<file path="src/rtl/ff_apb_gpio_pkg.sv">
// ---------------------------------------------------------------------------
// ff_apb_gpio_pkg
//  Shared definitions for the APB GPIO peripheral.
//  - gpio_reg_e : register select, decoded from paddr[4:2]
//  - FF_GPIO_ID_VALUE : default constant returned by the ID register
//  - ff_gpio_byte_off : byte address of a register (for bus models/firmware)
// ---------------------------------------------------------------------------
package ff_apb_gpio_pkg;

  typedef enum logic [2:0] {
    REG_DOUT    = 3'd0,   // 0x00 RW  pin output values
    REG_OE      = 3'd1,   // 0x04 RW  pin output enables
    REG_DIN     = 3'd2,   // 0x08 RO  synchronized pin inputs
    REG_RISE_EN = 3'd3,   // 0x0C RW  rising-edge capture enables
    REG_FALL_EN = 3'd4,   // 0x10 RW  falling-edge capture enables
    REG_STAT    = 3'd5,   // 0x14 W1C latched edge flags
    REG_IRQ_EN  = 3'd6,   // 0x18 RW  interrupt enables per flag
    REG_ID      = 3'd7    // 0x1C RO  identification constant
  } gpio_reg_e;

  localparam logic [31:0] FF_GPIO_ID_VALUE = 32'h4646_0001;

  // Registers are word aligned: byte offset = index * 4.
  function automatic logic [7:0] ff_gpio_byte_off(gpio_reg_e r);
    return {3'b000, r, 2'b00};
  endfunction

endpackage

</file>
<file path="src/rtl/ff_apb_gpio_sync2.sv">
// ---------------------------------------------------------------------------
// ff_sync2
//  Two-flop synchronizer for asynchronous inputs, synchronous active-high
//  reset. Each bit is synchronized independently; multi-bit values are not
//  guaranteed coherent across bits.
//  Ports:
//    clk    in  1      clock
//    reset  in  1      synchronous reset, active high (clears both stages)
//    d      in  WIDTH  asynchronous input
//    q      out WIDTH  synchronized output (2 clk latency)
// ---------------------------------------------------------------------------
module ff_sync2 #(
  parameter int WIDTH = 1
) (
  input  logic             clk,
  input  logic             reset,
  input  logic [WIDTH-1:0] d,
  output logic [WIDTH-1:0] q
);

  logic [WIDTH-1:0] s1;

  always_ff @(posedge clk) begin
    if (reset) begin
      s1 <= '0;
      q  <= '0;
    end else begin
      s1 <= d;
      q  <= s1;
    end
  end

endmodule

</file>
<file path="src/rtl/ff_apb_gpio.sv">
// ---------------------------------------------------------------------------
// ff_apb_gpio
//  APB slave GPIO block. Software-controlled pin outputs/enables, pins
//  sampled through a 2-flop synchronizer, programmable rise/fall edge
//  capture into W1C status flags, and a registered level interrupt.
//  Zero-wait-state APB, no error response.
//  Ports:
//    clk, reset          clock; synchronous active-high reset
//    paddr               APB address (only [4:2] decoded)
//    psel/penable/pwrite APB control; write commits on psel&penable&pwrite
//    pwdata / prdata     APB data; prdata is 0 unless psel&~pwrite
//    gpio_i              asynchronous pin inputs
//    gpio_o / gpio_oe    pin output value / drive enable (1 = drive)
//    irq                 level interrupt, |(STAT & IRQ_EN) registered
// ---------------------------------------------------------------------------
module ff_apb_gpio
  import ff_apb_gpio_pkg::*;
#(
  parameter int          GPIO_WIDTH = 4,
  parameter int          ADDR_WIDTH = 20,
  parameter logic [31:0] ID_VALUE   = FF_GPIO_ID_VALUE
) (
  input  logic                  clk,
  input  logic                  reset,
  input  logic [ADDR_WIDTH-1:0] paddr,
  input  logic                  psel,
  input  logic                  penable,
  input  logic                  pwrite,
  input  logic [31:0]           pwdata,
  output logic [31:0]           prdata,
  input  logic [GPIO_WIDTH-1:0] gpio_i,
  output logic [GPIO_WIDTH-1:0] gpio_o,
  output logic [GPIO_WIDTH-1:0] gpio_oe,
  output logic                  irq
);

  localparam int W = GPIO_WIDTH;

  // ---- bus decode ---------------------------------------------------------
  gpio_reg_e      sel;
  logic           wr_en;
  logic [W-1:0]   wdata;

  assign sel   = gpio_reg_e'(paddr[4:2]);
  assign wr_en = psel & penable & pwrite;
  assign wdata = pwdata[W-1:0];   // bits above the pin count are dropped

  // Address bits outside [4:2] and data bits above W carry no meaning here.
  logic unused_bus_bits;
  assign unused_bus_bits = ^{paddr, pwdata};

  // ---- register state -----------------------------------------------------
  logic [W-1:0] dout_q, oe_q, rise_en_q, fall_en_q, stat_q, irq_en_q;
  logic [W-1:0] din, prev_q;

  assign gpio_o  = dout_q;
  assign gpio_oe = oe_q;

  // ---- input path ---------------------------------------------------------
  ff_sync2 #(.WIDTH(W)) u_sync (
    .clk   (clk),
    .reset (reset),
    .d     (gpio_i),
    .q     (din)
  );

  // Edge detect on the synchronized value against its one-cycle-old copy.
  logic [W-1:0] rise, fall;
  assign rise = din & ~prev_q;
  assign fall = ~din & prev_q;

  // ---- status update ------------------------------------------------------
  // Clear is applied first and new edges OR'd in afterwards, so an edge that
  // lands on the same edge as a W1C of that bit keeps the flag set and no
  // event is lost. Edges are gated by the enables at the time they occur,
  // so turning an enable on never reports history.
  logic [W-1:0] w1c_mask, stat_nxt;
  assign w1c_mask = (wr_en && sel == REG_STAT) ? wdata : '0;
  assign stat_nxt = (stat_q & ~w1c_mask) | (rise & rise_en_q) | (fall & fall_en_q);

  always_ff @(posedge clk) begin
    if (reset) begin
      prev_q    <= '0;
      dout_q    <= '0;
      oe_q      <= '0;
      rise_en_q <= '0;
      fall_en_q <= '0;
      stat_q    <= '0;
      irq_en_q  <= '0;
      irq       <= 1'b0;
    end else begin
      prev_q <= din;
      stat_q <= stat_nxt;
      // Uses current (pre-update) flags: irq trails STAT/IRQ_EN by one edge.
      irq    <= |(stat_q & irq_en_q);
      if (wr_en) begin
        case (sel)
          REG_DOUT:    dout_q    <= wdata;
          REG_OE:      oe_q      <= wdata;
          REG_RISE_EN: rise_en_q <= wdata;
          REG_FALL_EN: fall_en_q <= wdata;
          REG_IRQ_EN:  irq_en_q  <= wdata;
          default: ;   // DIN/ID read-only, STAT handled by w1c_mask
        endcase
      end
    end
  end

  // ---- read mux -----------------------------------------------------------
  // Purely combinational from registered state; valid in setup and access
  // phase alike, zero whenever the slave is not being read.
  always_comb begin
    prdata = '0;
    if (psel && !pwrite) begin
      case (sel)
        REG_DOUT:    prdata[W-1:0] = dout_q;
        REG_OE:      prdata[W-1:0] = oe_q;
        REG_DIN:     prdata[W-1:0] = din;
        REG_RISE_EN: prdata[W-1:0] = rise_en_q;
        REG_FALL_EN: prdata[W-1:0] = fall_en_q;
        REG_STAT:    prdata[W-1:0] = stat_q;
        REG_IRQ_EN:  prdata[W-1:0] = irq_en_q;
        REG_ID:      prdata        = ID_VALUE;
        default:     prdata        = '0;
      endcase
    end
  end

endmodule

</file>
<file path="config.mk">
export PLATFORM = sky130hd
export DESIGN_NAME = ff_apb_gpio
export DESIGN_NICKNAME = d
export VERILOG_FILES = /design/src/rtl/ff_apb_gpio_pkg.sv /design/src/rtl/ff_apb_gpio_sync2.sv /design/src/rtl/ff_apb_gpio.sv
export SDC_FILE = /design/constraint.sdc
export NUM_CORES = 1
export LEC_CHECK = 0
export CAP_MARGIN = 20
export CORE_ASPECT_RATIO = 1.1
export CORE_MARGIN = 4
export CORE_UTILIZATION = 35
export DETAILED_ROUTE_END_ITERATION = 8
export MAX_ROUTING_LAYER = met4
export PLACE_DENSITY = 0.76
export SYNTH_ARGS = -nofsm -noshare
export SYNTH_HDL_FRONTEND = slang
export SYNTH_HIERARCHICAL = 1
export SYNTH_SLANG_ARGS = --single-unit
</file>
<file path="constraint.sdc">
create_clock -name clk -period 2 [get_ports clk]
set_clock_uncertainty 0.1 [all_clocks]
set_input_delay 0.5 -clock clk [delete_from_list [all_inputs] [get_ports clk]]
set_output_delay 0.5 -clock clk [all_outputs]
set_load 0.01 [all_outputs]
</file>
==> out/results.tsv, run 1 <==
stage	metric	value	unit
run_status	outcome	complete, but fails checks	
run_status	violations	setup timing	
setup_path	worstPathMaxFanout	3	
placed_design	dp_hpwl	3.27	mm
synth	synth_edf_count	0	
drt	avgRoutedWirePerCell	13.1	um
floorplan	die_h	85.1	um
grt	antenna_found_initial	0	
pwr	ir_drop	0.410	mV
setup_path	r2r_start	stat_q[3]$_SDFF_PP0_	
floorplan	ios	102	
synth	yosys_register_bits	37	
setup_path	critPathCaptureType	output port	
grt	grt_max_degree	38	
pwr	pwr-share-clk	0.336	
clock_tree	ctsHoldBuffers	0	
final_layout	antenna_cells	0	
grt	overflow	0	
final_layout	final_util	0.500	
grt	grt_pass1_wl	6.98	mm
drt	drt-total-wl	4.42	mm
floorplan	core	5100	um^2
synth	synth_area_per_cell	9.35	um^2
grt	met2_usage	0.229	
synth	syn_area	1890	um^2
setup_path	worstPathRequired	1400	ps
clock_tree	cts.sinks	37	
floorplan	start_util	0.370	
floorplan	die_x	78.1	um
pwr	swShare	0.248	
pwr	p_per_area	570	nW/um^2
placed_design	port_buffers	34	
drt	drt-initial-drc-count	86	
grt	grt_pass1_vias	1463	
timing	rsz0062_at_grt	yes	
setup_path	arrival	1590	ps
grt	grt_util_met1	0.153	
flow_run	cap_violations	0	
timing	finalWorstSetupSlack	-190	ps
synth	synth_top_flop_cell	dfxtp_1	
clock_tree	root_buffer	clkbuf_8	
timing	setup_tns	-675	ps
synth	synthArstFlopShare	0	
clock_tree	clk_pin_slew	70	ps
timing	hold_ws	340	ps
setup_path	worstSetupPathType	in -> out	
clock_tree	cts_tree	built	
timing	max_freq	457	MHz
synth	synthDistinctLibCells	32	
drt	drc	0	
pwr	seq_power_share	0.520	
pwr	switching_power	0.361	mW
pwr	pwr-share-comb	0.144	
setup_path	cp-start-kind	input pin	
pwr	p_int	1.09	mW
drt	avgViaCountPerCell	4.55	
clock_tree	cts_buffer_depth	2	
placed_design	gp_congestion	0.885	
clock_tree	clock_latency	290	ps
final_layout	fillCellCount	475	
floorplan	fp-row-count	27	
timing	finalHoldViolations	0	
final_layout	area_growth	35.0	%
drt	antenna_left	0	
timing	final.min_clock_period	2190	ps
min_path	min_path_type	reg -> reg	
timing	setup_violations	4	
floorplan	dieArea	6640	um^2
synth	yosysSeqAreaShare	0.392	
grt	grt_usage	0.139	
timing	slew_violations	0	
grt	grt.busiest_layer	met2	
pwr	total_power	1.45	mW
placed_design	place_inst	325	
clock_tree	cts-buffers-inserted	5	
final_layout	final_net_count	325	
grt	met3_usage	0.0456	
timing	timing.final.crit_share	1.10	
setup_path	startpoint	paddr[3]	
clock_tree	htree_levels	2	
final_layout	drive_above_1_share	0.306	
final_layout	layoutNonFillerInstCount	337	
min_path	hp-start	u_sync/s1[0]$_SDFF_PP0_	
synth	postSynthCellCount	202	
pwr	p_leak	1.10	nW
drt	drtPass1Iterations	4	
synth	yosysWarnings	6	
drt	vias	1535	
## cell usage in the layout, fill, tap and decap left out, types with 2 or more instances in the layout
cell             count
o2bb2ai_1            2
conb_1              22
nand3b_1             8
nor3_4               3
buf_2               10
nor2_4               2
clkinv_2             2
a21oi_1              5
or3_1                2
clkbuf_8             5
a22o_1               2
clkdlybuf4s50_1     19
dlygate4sd2_1        2
nor3_1               2
nand2_1              8
buf_6                3
dfxtp_2              3
nor2_1              21
nor2b_1             17
a31oi_1              4
a221oi_2             3
nor2_2               2
dfxtp_1             34
mux2i_1             21
buf_4               33
buf_12               2
a22oi_1              2
o21ai_0              9
## registers in the layout (all words and copies together) (netlist names)
signal,flops
prev_q,4
fall_en_q,4
stat_q,4
gpio_o,4
u_sync/q,4
gpio_oe,4
rise_en_q,4
irq_en_q,4
u_sync/s1,4
irq,1
## power by group through the flow
stage | Clock (mW) | Sequential [mW] | Combinational, mW
after floorplan | 0 | 0.772 | 0.134
after global placement | 0 | 0.773 | 0.192
after detailed placement | 0 | 0.773 | 0.195
after CTS | 0.509 | 0.756 | 0.204
after global routing | 0.530 | 0.758 | 0.227
final | 0.488 | 0.756 | 0.210
## per-stage QoR
| stage | area (um^2) | setup WS [ps] |
|---|---|---|
| global route | 2550 | -253 |
| finish | 2550 | -190 |
| CTS | 2510 | -260 |
| global placement | 2410 | -1040 |
| detailed placement | 2410 | -1060 |
| floorplan | 2000 | 2.76 |
## worst paths after layout
check                                end  slack, ps  depth (start not counted)
setup / recovery               prdata[2]       -190                          7
hold / removal    u_sync/q[0]$_SDFF_PP0_        340                          1
setup reg to reg          irq$_SDFF_PP0_        990                          3
hold reg to reg   u_sync/q[0]$_SDFF_PP0_        340                          1
## area by class of cell
cell class	count	area (um^2)	share of cell area
Clock buffer	6	72.6	0.0284
Multi-Input combinational cell	148	1030	0.405
Timing Repair Buffer	70	594	0.233
Clock inverter	2	10.0	0.00392
Inverter	2	7.51	0.00294
Sequential cell	37	744	0.292
Tap cell	72	90.1	0.0353
## layer usage
layer  share of wire  vias up
li1                -      768
met1            0.41      703
met2            0.49       52
met3           0.079       12
met4           0.027        0
met5               0        -
## cells by family after synthesis
family | Yosys count | share of synthesized area
AND/OR/NAND/NOR | 76 | 0.236
buffers and inverters | 38 | 0.148
flip-flops | 37 | 0.392
AO/OA/AOI/OAI | 27 | 0.0907
multiplexers | 23 | 0.131
other | 1 | 0.00198
## critical path, stage by stage
cell      delay (ps)
buf_8            100
buf_6            100
and2b_2          200
a22o_1           210
a221oi_2         260
nor3_2            70
buf_2            140
## synth_stat cells, types with 2 or more instances
cell        n  share of area
nand2_1     9          0.018
a31oi_1     4          0.013
inv_1       2         0.0040
nor2b_1    18          0.060
nor3_1      5          0.013
nor2_1     25          0.050
a22oi_1     2         0.0079
dfxtp_1    37           0.39
mux2i_1    21           0.11
o21ai_0     9          0.024
buf_4      31           0.12
a221oi_1    3          0.014
or3_1       3         0.0099
a21oi_1     5          0.013
buf_6       2          0.012
o2bb2ai_1   2         0.0093
a22o_1      2         0.0093
nand3b_1    8          0.032
## what timing repair did
action / CTS / global route
endpoints found under the hold margin: 0 / 0
buffers inserted: 3 / 2
resized for setup: 67 / 13
endpoints found under the setup margin: 20 / 10
pin swaps: 12 / 8
Note: power is estimated with default switching activity, not from simulation.
==> run 2: changes to the inputs <==
Settings changed: CELL_PAD_IN_SITES_DETAIL_PLACEMENT from default to 0, CELL_PAD_IN_SITES_GLOBAL_PLACEMENT from default to 1, CORE_UTILIZATION 35 to 25, PLACE_DENSITY 0.76 to default, PLACE_DENSITY_LB_ADDON from default to 0.1.
==> run 2 against run 1 <==
The run still ends with setup timing left. Flip-flop and latch count unchanged. First-iteration DRC count decreased by 34%. Register-to-register slack about the same. Clock-buffer cell count decreased by 1. Final cell count increased by 6.8%. Clock power increased by 60%. Maximum frequency decreased by 0.34%. Global-route usage decreased by 2.3 points. Core utilization decreased by 13 points. Die area increased by 36%. Cell area increased by 5.2%. Critical path depth decreased by 1. Critical path type unchanged.
==> out/results.tsv, run 2 (synthesis gave the netlist of run 1 again) <==
stage	metric	value	unit	change
timing	final.min_clock_period	2200	ps	+7.44 ps
setup_path	worstSetupPathType	in -> out		
timing	slew_violations	0		unchanged
grt	grt_usage	0.117		-0.0226
drt	avgRoutedWirePerCell	14.1	um	+7.9%
drt	drt-total-wl	5.09	mm	+15%
timing	rsz0062_at_grt	yes		
timing	setup_tns	-647	ps	+27.4 ps
pwr	p_per_area	651	nW/um^2	+14%
timing	finalWorstSetupSlack	-198	ps	-7.44 ps
drt	vias	1523		-0.78%
grt	overflow	0		unchanged
setup_path	cpPeakStageDelay	500	ps	+240 ps
grt	grt_max_degree	38		unchanged
grt	grt_pass1_vias	1453		-0.68%
drt	drt-initial-drc-count	57		-34%
clock_tree	root_buffer	clkbuf_8		
setup_path	r2r_cells	3		unchanged
clock_tree	clk_pin_slew	70	ps	about the same
pwr	total_power	1.75	mW	+20%
placed_design	pre_cts_slack	-1050	ps	+16.7 ps
pwr	ir_drop	0.260	mV	-37%
final_layout	final_net_count	335		+3.1%
final_layout	final_common_cell	buf_4		
final_layout	drive_above_1_share	0.320		+0.0143
timing	max_freq	455	MHz	-0.34%
setup_path	critPathCapture	prdata[0]		
setup_path	critical_path_depth	6		-1
timing	finalHoldViolations	0		unchanged
pwr	p_leak	1.19	nW	+7.6%
drt	drc	0		unchanged
floorplan	core	7170	um^2	+40%
placed_design	dp_hpwl	3.85	mm	+18%
final_layout	area_growth	42.1	%	
setup_path	worstPathRequired	1400	ps	about the same
floorplan	ios	102		unchanged
setup_path	critPathBufInv	3		unchanged
floorplan	start_util	0.264		-0.107
clock_tree	cts_buffer_depth	2		unchanged
grt	antenna_found_initial	0		unchanged
placed_design	gp_congestion	0.794		-10%
floorplan	fp-row-count	32		+19%
run_status	violations	setup timing		
clock_tree	htree_levels	2		unchanged
timing	timing.final.crit_share	1.10		+0.00372
drt	avgViaCountPerCell	4.23		-7.1%
setup_path	reg2reg_setup_slack	1000	ps	about the same
timing	setup_violations	4		unchanged
setup_path	arrival	1600	ps	about the same
final_layout	final_cell_mix	buf_4, dfxtp_1, conb_1		
floorplan	die_x	90.9	um	+16%
setup_path	crit_family	multiplexers		
floorplan	dieArea	9010	um^2	+36%
clock_tree	cts_tree	built		
placed_design	place_inst	350		+7.7%
run_status	outcome	complete, but fails checks		
timing	hold_ws	338	ps	-1.82 ps
setup_path	startpoint	paddr[4]		
setup_path	slowest_stage	mux4_2		
setup_path	worstPathCellList	buf_8 > buf_6 > mux2i_1 > mux4_2 > nor3_4 > buf_2		
min_path	min_path_type	reg -> reg		
placed_design	port_buffers	34		unchanged
floorplan	die_h	99.2	um	+17%
final_layout	final_util	0.374		-0.126
grt	grt_pass1_wl	7.89	mm	+13%
final_layout	final_area	2680	um^2	+5.2%
setup_path	r2r-end	irq$_SDFF_PP0_		
clock_tree	cts.sinks	37		unchanged
placed_design	place_area	2520	um^2	+4.4%
flow_run	cap_violations	0		unchanged
drt	antenna_left	0		unchanged
final_layout	antenna_cells	0		unchanged
clock_tree	cts-buffers-inserted	5		unchanged
setup_path	r2r_start	stat_q[3]$_SDFF_PP0_		
clock_tree	clock_latency	290	ps	about the same
drt	drtPass1Iterations	4		unchanged
final_layout	layoutNonFillerInstCount	360		+6.8%
setup_path	cp-start-kind	input pin		
setup_path	critPathCaptureType	output port		
setup_path	worstPathMaxFanout	5		+2
## run 2: changes by cell type in the layout (fill, tap and decap cells not counted), sizes merged
cell           delta
buf              +10
bufinv            +2
clkbuf            -1
clkdlybuf4s50     -1
clkinv            -1
dlymetal6s2s      +1
## run 2: worst register-to-register path, stage by stage, from the launching register on
cell	delay (ps)
dfxtp_1	320
buf_4	130
a22oi_1	240
a21oi_1	110
## run 2: how the worst min path moves through the flow
stage	endpoint	depth (start not counted)	start	slack [ps]
3_3_place_gp	u_sync/q[2]$_SDFF_PP0_	1	u_sync/s1[2]$_SDFF_PP0_	320
6_report	u_sync/q[1]$_SDFF_PP0_	1	u_sync/s1[1]$_SDFF_PP0_	340
2_1_floorplan	u_sync/q[0]$_SDFF_PP0_	1	u_sync/s1[0]$_SDFF_PP0_	310
4_1_cts	u_sync/q[3]$_SDFF_PP0_	1	u_sync/s1[3]$_SDFF_PP0_	340
3_5_place_dp	u_sync/q[3]$_SDFF_PP0_	1	u_sync/s1[3]$_SDFF_PP0_	320
5_1_grt	u_sync/q[2]$_SDFF_PP0_	1	u_sync/s1[2]$_SDFF_PP0_	360
## run 2: cell type report
cell class	count	area, um^2
Tap cell	85	106
Clock buffer	5	68.8
Clock inverter	3	65.1
Multi-Input combinational cell	148	1030
Fill cell	752	4480
Sequential cell	37	741
Inverter	2	7.51
Timing Repair Buffer	80	663
## run 2: metal layers
| metal | GRT usage | up-vias | part of all wire | routed length, um |
|---|---|---|---|---|
| met3 | 0.0287 | 4 | 0.054 | 273 |
| met4 | 0.0383 | 0 | 0.0086 | 44 |
| li1 | - | 786 | - | - |
| met2 | 0.185 | 43 | 0.46 | 2360 |
| met1 | 0.146 | 690 | 0.47 | 2410 |
| met5 | - | - | 0 | 0 |
## run 2: repair_timing
item | in CTS | in global routing
setup buffers | 1 | 0
pin swaps | 7 | 3
gates resized for setup | 62 | 13
cloned | 1 | 0
hold buffers | 0 | 0
setup endpoints to repair | 18 | 10
## run 2: power breakdown
| group | leakage, nW | switching [mW] | total [mW] | internal, mW |
|---|---|---|---|---|
| clock | 0.0681 | 0.283 | 0.779 | 0.496 |
| combinational | 0.817 | 0.112 | 0.214 | 0.102 |
| sequential | 0.300 | 0.00692 | 0.756 | 0.749 |
==> run 3: changes to the inputs <==
Settings changed: SLEW_MARGIN from default to 20, SYNTH_HIERARCHICAL 1 to default.
==> run 3 against run 2 <==
The run still ends with setup timing left. Register-to-register slack barely moved. Via count grew 4.0%. Synthesized cell count is 0.99% higher. Sequential power hardly changed. Largest power group is now sequential cells.
==> out/results.tsv, run 3 <==
stage	metric	value	unit	change
setup_path	worstPathRequired	1400	ps	about the same
grt	met3_usage	0.0347		+0.00592
timing	rsz0062_at_grt	yes		
drt	drt-total-wl	5.28	mm	+3.7%
timing	setup_tns	-391	ps	+257 ps
pwr	total_power	1.51	mW	-14%
grt	overflow	0		unchanged
clock_tree	htree_levels	2		unchanged
clock_tree	cts_buffer_depth	2		unchanged
synth	synth_edf_count	0		unchanged
setup_path	worstPathMaxFanout	5		unchanged
pwr	seq_power_share	0.500		+0.068
clock_tree	cts_tree	built		
drt	drc	0		unchanged
drt	drt-initial-drc-count	61		+7.0%
synth	syn_area	1860	um^2	-1.7%
drt	drtPass1Iterations	4		unchanged
pwr	pwr-share-clk	0.353		-0.092
floorplan	fp-row-count	32		unchanged
final_layout	final_common_cell	buf_4		
clock_tree	root_buffer	clkbuf_8		
synth	yosysWarnings	0		-6
flow_run	cap_violations	0		unchanged
clock_tree	clock_latency	290	ps	about the same
min_path	hp-start	u_sync.s1[1]$_SDFF_PP0_		
final_layout	fillCellCount	733		-2.5%
pwr	pwr-share-comb	0.147		+0.024
setup_path	r2r_start	irq_en_q[2]$_SDFFE_PP0P_		
timing	timing.final.crit_share	1.06		-0.0416
floorplan	ios	102		unchanged
final_layout	final_cell_mix	buf_4, dfxtp_1, conb_1		
drt	vias	1584		+4.0%
synth	synthDistinctLibCells	30		-6.3%
floorplan	die_h	98.4	um	-0.80%
setup_path	arrival	1510	ps	-90 ps
clock_tree	cts-buffers-inserted	5		unchanged
floorplan	start_util	0.261		-0.00308
grt	grt_usage	0.123		+0.00591
placed_design	dp_hpwl	4.08	mm	+5.9%
drt	avgRoutedWirePerCell	14.6	um	+3.2%
run_status	outcome	complete, but fails checks		
drt	avgViaCountPerCell	4.38		+3.4%
setup_path	cp-start-kind	input pin		
pwr	p_leak	1.14	nW	-4.2%
run_status	violations	setup timing		
synth	yosys-top-cells-area	dfxtp_1, buf_4, mux2i_1		
synth	synth_top_flop_cell	dfxtp_1		
grt	grt.busiest_layer	met2		
placed_design	port_buffers	34		unchanged
pwr	p_int	1.10	mW	-18%
pwr	p_per_area	565	nW/um^2	-13%
synth	synth_top_area_frac	0.399		+0.00687
final_layout	final_net_count	337		+0.60%
pwr	switching_power	0.408	mW	+1.5%
grt	antenna_found_initial	0		unchanged
grt	grt_util_met1	0.155		+0.00854
timing	slew_violations	0		unchanged
floorplan	die_x	90.2	um	-0.79%
synth	yosysSeqAreaShare	0.399		+0.00687
min_path	min_path_type	reg -> reg		
setup_path	critPathCaptureType	output port		
synth	synth_common_cells	dfxtp_1, buf_4, nor2_1, mux2i_1, nor2b_1		
synth	synth.most_common_cell	dfxtp_1		
placed_design	gp_congestion	0.765		-3.7%
grt	grt_max_degree	21		-45%
floorplan	dieArea	8870	um^2	-1.6%
pwr	swShare	0.270		+0.0398
timing	finalHoldViolations	0		unchanged
final_layout	drive_above_1_share	0.350		+0.0302
drt	antenna_left	0		unchanged
clock_tree	cts.sinks	37		unchanged
final_layout	antenna_cells	0		unchanged
clock_tree	ctsHoldBuffers	0		unchanged
synth	synth_area_per_cell	9.10	um^2	-2.7%
clock_tree	clk_pin_slew	80	ps	about the same
setup_path	startpoint	paddr[4]		
setup_path	worstSetupPathType	in -> out		
timing	finalWorstSetupSlack	-114	ps	+83.2 ps
pwr	ir_drop	0.295	mV	+14%
timing	final.min_clock_period	2110	ps	-83.2 ps
timing	max_freq	473	MHz	+3.9%
grt	grt_pass1_wl	8.22	mm	+4.2%
min_path	holdPathStages	1		unchanged
synth	synth_top_area_cell	dfxtp_1		
final_layout	area_growth	44.3	%	
floorplan	core	7130	um^2	-0.56%
setup_path	r2r_cells	3		unchanged
synth	postSynthCellCount	204		+0.99%
grt	met2_usage	0.189		+0.00311
synth	yosys_register_bits	37		unchanged
grt	grt_pass1_vias	1525		+5.0%
synth	synthArstFlopShare	0		unchanged
timing	setup_violations	4		unchanged
run 3: timing repair:
action | in CTS | in global routing
pin swaps | 12 | 6
hold endpoints to repair | 0 | 0
gates resized for setup | 91 | 8
setup buffers | 5 | 0
endpoints found under the setup margin | 22 | 10
cloned | 1 | 0
run 3: area by class of cell:
type | instances | area [um^2] | share of cell area
timing repair buffer | 83 | 709 | 0.265
inverter | 3 | 11.3 | 0.00420
clock inverter | 3 | 22.5 | 0.00841
multi-input combinational | 146 | 1020 | 0.381
tap | 85 | 106 | 0.0397
sequential | 37 | 741 | 0.277
clock buffer | 5 | 68.8 | 0.0257
run 3: power by group through the flow:
stage	registers (mW)	logic [mW]	clock network, mW
2_1_floorplan	0.771	0.123	0
3_3_place_gp	0.773	0.197	0
3_5_place_dp	0.773	0.197	0
4_1_cts	0.756	0.219	0.556
5_1_grt	0.758	0.241	0.594
6_report	0.756	0.222	0.534
run 3: stage by stage:
| stage | instances | util | area [um^2] | worst slack (ps) | hold WS (ps) |
|---|---|---|---|---|---|
| after global placement | 349 | 0.344 | 2450 | -1010 | 316 |
| after detailed placement | 349 | 0.344 | 2450 | -1020 | 328 |
| after global routing | 362 | 0.376 | 2680 | -153 | 358 |
| after CTS | 362 | 0.373 | 2660 | -137 | 348 |
| after floorplan | 225 | - | 1940 | 21.2 | 314 |
| final | 362 | 0.376 | 2680 | -114 | 346 |
run 3: logic make-up after synthesis:
logic type / synth area share
flip-flops: 0.399
AO/OA/AOI/OAI: 0.127
buffers and inverters: 0.149
other: 0.00202
AND/OR/NAND/NOR: 0.213
multiplexers: 0.110
run 3: critical path, cell delays in order:
cell and delay (ps):
buf_6 80, buf_6 110, buf_6 100, mux2_2 330, a32oi_2 170, a21oi_2 90
buf_2 140
run 3: metal layers:
metal | routed length (um) | part of all wire | up-vias
li1 | - | - | 795
met1 | 2460 | 0.47 | 739
met2 | 2500 | 0.47 | 44
met3 | 257 | 0.049 | 6
met4 | 66 | 0.012 | 0
met5 | 0 | 0 | -
run 3: final timing paths:
kind,end,slack (ps)
worst min-delay path,u_sync.q[1]$_SDFF_PP0_,350
worst max-delay path,prdata[2],-110
worst min register to register,u_sync.q[1]$_SDFF_PP0_,350
worst max register to register,irq$_SDFF_PP0_,1000
